===== config.mk =====
export PLATFORM = sky130hd
export DESIGN_NAME = gpio_edge_intr
export DESIGN_NICKNAME = d
export VERILOG_FILES = /design/src/rtl/gpio_edge_intr.sv
export SDC_FILE = /design/constraint.sdc
export NUM_CORES = 1
export LEC_CHECK = 0
export CAP_MARGIN = 10
export CORE_MARGIN = 2
export CORE_UTILIZATION = 29
export DETAILED_ROUTE_END_ITERATION = 12
export PLACE_DENSITY = 0.89
export SETUP_SLACK_MARGIN = 0.4
export SLEW_MARGIN = 20
export SYNTH_ARGS = -nofsm -noshare
export SYNTH_HDL_FRONTEND = slang
export SYNTH_SLANG_ARGS = --single-unit

===== constraint.sdc =====
create_clock -name clk_i -period 1.4 [get_ports clk_i]
set_input_delay 0.42 -clock clk_i [delete_from_list [all_inputs] [get_ports clk_i]]
set_output_delay 0.42 -clock clk_i [all_outputs]
set_load 0.01 [all_outputs]

===== src/rtl/gpio_edge_intr.sv =====
// GPIO edge/level interrupt block.
// Takes already-debounced channel values and detects rising edges, falling
// edges and high/low levels per channel. Enabled events set a sticky
// interrupt state bit, which software clears with a write-1-to-clear mask
// and can force with a write-1-to-set test mask. A set arriving in the same
// cycle as a clear of the same bit wins. Channels never interact.
module gpio_edge_intr #(
    parameter int NumIo = 8
) (
    input  logic             clk_i,
    input  logic             rst_ni,
    input  logic [NumIo-1:0] data_i,
    input  logic [NumIo-1:0] en_rise_i,
    input  logic [NumIo-1:0] en_fall_i,
    input  logic [NumIo-1:0] en_lvlhi_i,
    input  logic [NumIo-1:0] en_lvllo_i,
    input  logic [NumIo-1:0] intr_enable_i,
    input  logic             clr_we_i,
    input  logic [NumIo-1:0] clr_i,
    input  logic             test_we_i,
    input  logic [NumIo-1:0] test_i,
    output logic [NumIo-1:0] data_q_o,
    output logic [NumIo-1:0] intr_state_o,
    output logic [NumIo-1:0] intr_o,
    output logic [NumIo-1:0] event_o
);

    logic [NumIo-1:0] data_q;
    logic             valid;
    logic [NumIo-1:0] event_q;
    logic [NumIo-1:0] intr_state;

    logic [NumIo-1:0] valid_mask;
    logic [NumIo-1:0] rise;
    logic [NumIo-1:0] fall;
    logic [NumIo-1:0] lvlhi;
    logic [NumIo-1:0] lvllo;
    logic [NumIo-1:0] hw_evt;
    logic [NumIo-1:0] clr_mask;
    logic [NumIo-1:0] set_mask;
    logic [NumIo-1:0] intr_state_next;

    // Event detection. Edges need a trustworthy previous sample, so they are
    // gated by valid; levels look only at the current sample and are live from
    // the first cycle after reset.
    always_comb begin
        valid_mask = {NumIo{valid}};
        rise       = valid_mask & data_i & ~data_q;
        fall       = valid_mask & ~data_i & data_q;
        lvlhi      = data_i;
        lvllo      = ~data_i;
        hw_evt     = (rise & en_rise_i) | (fall & en_fall_i)
                   | (lvlhi & en_lvlhi_i) | (lvllo & en_lvllo_i);
    end

    // Next sticky state: clear first, then OR in sets so a set always wins.
    always_comb begin
        clr_mask        = clr_we_i  ? clr_i  : '0;
        set_mask        = test_we_i ? test_i : '0;
        intr_state_next = (intr_state & ~clr_mask) | hw_evt | set_mask;
    end

    // Sample register, valid flag, event pulse register and sticky state.
    always_ff @(posedge clk_i or negedge rst_ni) begin
        if (!rst_ni) begin
            data_q     <= '0;
            valid      <= 1'b0;
            event_q    <= '0;
            intr_state <= '0;
        end else begin
            data_q     <= data_i;
            valid      <= 1'b1;
            event_q    <= hw_evt;
            intr_state <= intr_state_next;
        end
    end

    // Outputs come straight from registers; the mask applies with no latency.
    always_comb begin
        data_q_o     = data_q;
        event_o      = event_q;
        intr_state_o = intr_state;
        intr_o       = intr_state & intr_enable_i;
    end

endmodule


==> results by group <==
Clock tree
  – H-tree levels: 1
  – Skew-Pair Late Insertion Delay: 0.32 ns
  – Clock Pin Slew Worst Setup and Hold Paths: 0.15 ns
  – CTS tree: built
  – Clock sinks: 25
  – Hold buffer count at CTS: 0
  – CTS Buf Count: 3
  – CTS root buffer: clkbuf_4
  – Clk buf depth: 2

Placed design
  – Dpl hpwl: 2820 um
  – DP Worst Slack: -0.562 ns
  – Port bufs: 99
  – Gpl congestion: 0.742
  – Post-place instance area: 2180 um2
  – Placed insts: 238

Global route
  – First-pass GRT wire length: 6370 um
  – Remaining global-route overflow: 0
  – Initial antenna violation count: 0
  – Largest net degree at the start of global routing: 23
  – Global-route usage over all layers: 0.199
  – Vias in the first global route: 1258

Final layout
  – Final #Nets: 288
  – # diodes: 0
  – Area Growth Syn to Fin: 140%
  – Fin cells: 265
  – Share of cells above drive strength 1: 0.425
  – Final Core Density: 0.737
  – Post-route cell area: 2500 um2

Power
  – Total power: 1.72 mW
  – Pleak: 1.08 nW
  – Power per cell area: 687 nW/um2
  – Peak supply drop: 0.000398 V

Setup path
  – WP buf/inv: 2
  – Critical Path Start: intr_state_o[4]
  – Most used cell, CP: buf_6
  – Crit path DAT: 1.09 ns
  – Max stage delay cell, worst path: dfrtp_1
  – Top delay family on crit path: flip-flops
  – Worst EP required: 0.98 ns
  – Worst Setup End Kind: output pin
  – Critical path launch point type: register
  – FF-to-FF Start: valid
  – Cell chain of the critical path: buf_6 -> and2_4 -> buf_6
  – Worst-path maximum fanout: 2
  – WS Path Type: reg -> out
  – Slowest cell delay on critical path: 0.41 ns

Timing
  – Max Clock Skew: 0.0145 ns
  – Final WS setup: -0.112 ns
  – Max-slew violation count: 0
  – RSZ-0062 raised after global routing: yes
  – Crit path time final: 1.51 ns
  – Final Cycle Share: 1.08
  – Count of final hold-check violations: 0
  – Highest clock rate: 661 MHz
  – Final setup fails: 8

Logic synthesis
  – Post-Syn Nets: 154
  – Synth area leader: dfrtp_1
  – Top-count cell post-synth: dfrtp_1
  – Mean Syn Cell Area: 12.1 um2
  – Post-synth EDFFs: 0
  – Yosys warnings: 0
  – Most used DFF post-synth: dfrtp_1
  – Sequential fraction of the synthesis area: 0.600
  – Synth top area share: 0.600
  – Post-synth ARST share: 1.00
  – Yosys reg bits: 25
  – Synth unique cells: 12
  – Synth area leaders: dfrtp_1 (60%), a221o_1 (7.7%), nand3b_1 (5.8%)
  – Mapped Area: 1040 um2
  – Synth Instances: 86

Status
  – Failing checks: negative setup slack
  – Status: complete, but fails checks

Worst hold path
  – Hold crit path type: in -> async

Floorplanning
  – Die height: 64.0 um
  – Core area: 3390 um2
  – Die area: 4090 um2
  – I/O Pins: 100
  – Die Width: 64.0 um
  – Row count: 21
  – Starting Density: 0.307

Run
  – Max cap viols: 0

Routing
  – Via/cell ratio: 4.70
  – DRT Wirelength: 4060 um
  – Post-DRT Antenna Nets: 0
  – DRC: 0
  – Iteration-0 DRC Markers: 27
  – Via count: 1245
  – Iteration count of the initial detailed-routing pass: 4
  – Wirelength per Cell: 15.3 um
==> layout make-up <==
type | instances | area, um2
clock inverter | 1 | 7.51
tap | 46 | 57.6
inverter | 8 | 30.0
fill | 245 | 891
clock buffer | 3 | 22.5
multi-input combinational | 49 | 529
sequential | 25 | 627
timing repair buffer | 133 | 1220
==> state kept, by name (all words and copies together) (netlist names) <==
register / count
intr_state_o: 8
event_o: 8
valid: 1
data_q_o: 8
==> kinds of logic after synthesis <==
kind of cell           share of synthesized area
AO/OA/AOI/OAI                              0.204
buffers and inverters                     0.0576
flip-flops                                 0.600
other                                    0.00360
AND/OR/NAND/NOR                            0.134
==> routing by layer <==
metal / vias up / GRT usage / routed length (um)
li1: 587 / - / -
met1: 595 / 0.231 / 1500
met2: 57 / 0.367 / 2220
met3: 6 / 0.0387 / 283
met4: 0 / 0.0571 / 52
met5: - / 0 / 0
==> timing repair <==
action	CTS	global route
gates resized for setup	168	21
pin swaps	18	11
setup endpoints to repair	48	48
buffers inserted	18	5
==> path summary, 6_finish.rpt <==
check | to | slack (ns) | depth (start not counted)
worst max-delay path | intr_o[4] | -0.11 | 3
worst min-delay path | event_o[0] | 0.31 | 1
worst max register to register | intr_state_o[7] | 0.07 | 5
worst min register to register | intr_state_o[1] | 0.64 | 2
max in group asynchronous | valid | 0.70 | 2
min in group clk_i | data_q_o[0] | 0.32 | 1
==> power breakdown <==
group / switching [mW] / total, mW / internal (mW)
Clock: 0.227 / 0.336 / 0.109
Combinational: 0.212 / 0.589 / 0.377
Sequential: 0.0246 / 0.791 / 0.767
Total: 0.464 / 1.72 / 1.25
==> per-stage QoR <==
stage	hold WS, ns	setup TNS (ns)
6_report	0.312	-0.262
5_1_grt	0.315	-0.709
4_1_cts	0.309	-0.419
3_5_place_dp	0.546	-6.12
3_3_place_gp	0.543	-5.69
2_1_floorplan	0.124	0
==> placed cells by master, fill, tap and decap left out <==
cell type and instances:
dlymetal6s2s_1 4, nand3b_1 8, nand2_1 8, buf_12 1
a31oi_1 1, clkinvlp_4 1, buf_6 22, a31oi_2 4
dlygate4sd2_1 13, clkdlybuf4s50_1 51, a31oi_4 3, clkbuf_4 3
buf_8 1, a221o_1 8, and2_4 8, dfrtp_2 1
conb_1 1, inv_1 8, buf_4 25, a311oi_2 4
buf_2 16, dfrtp_1 24, a311oi_4 4
Power figures use the tool's default switching activity.
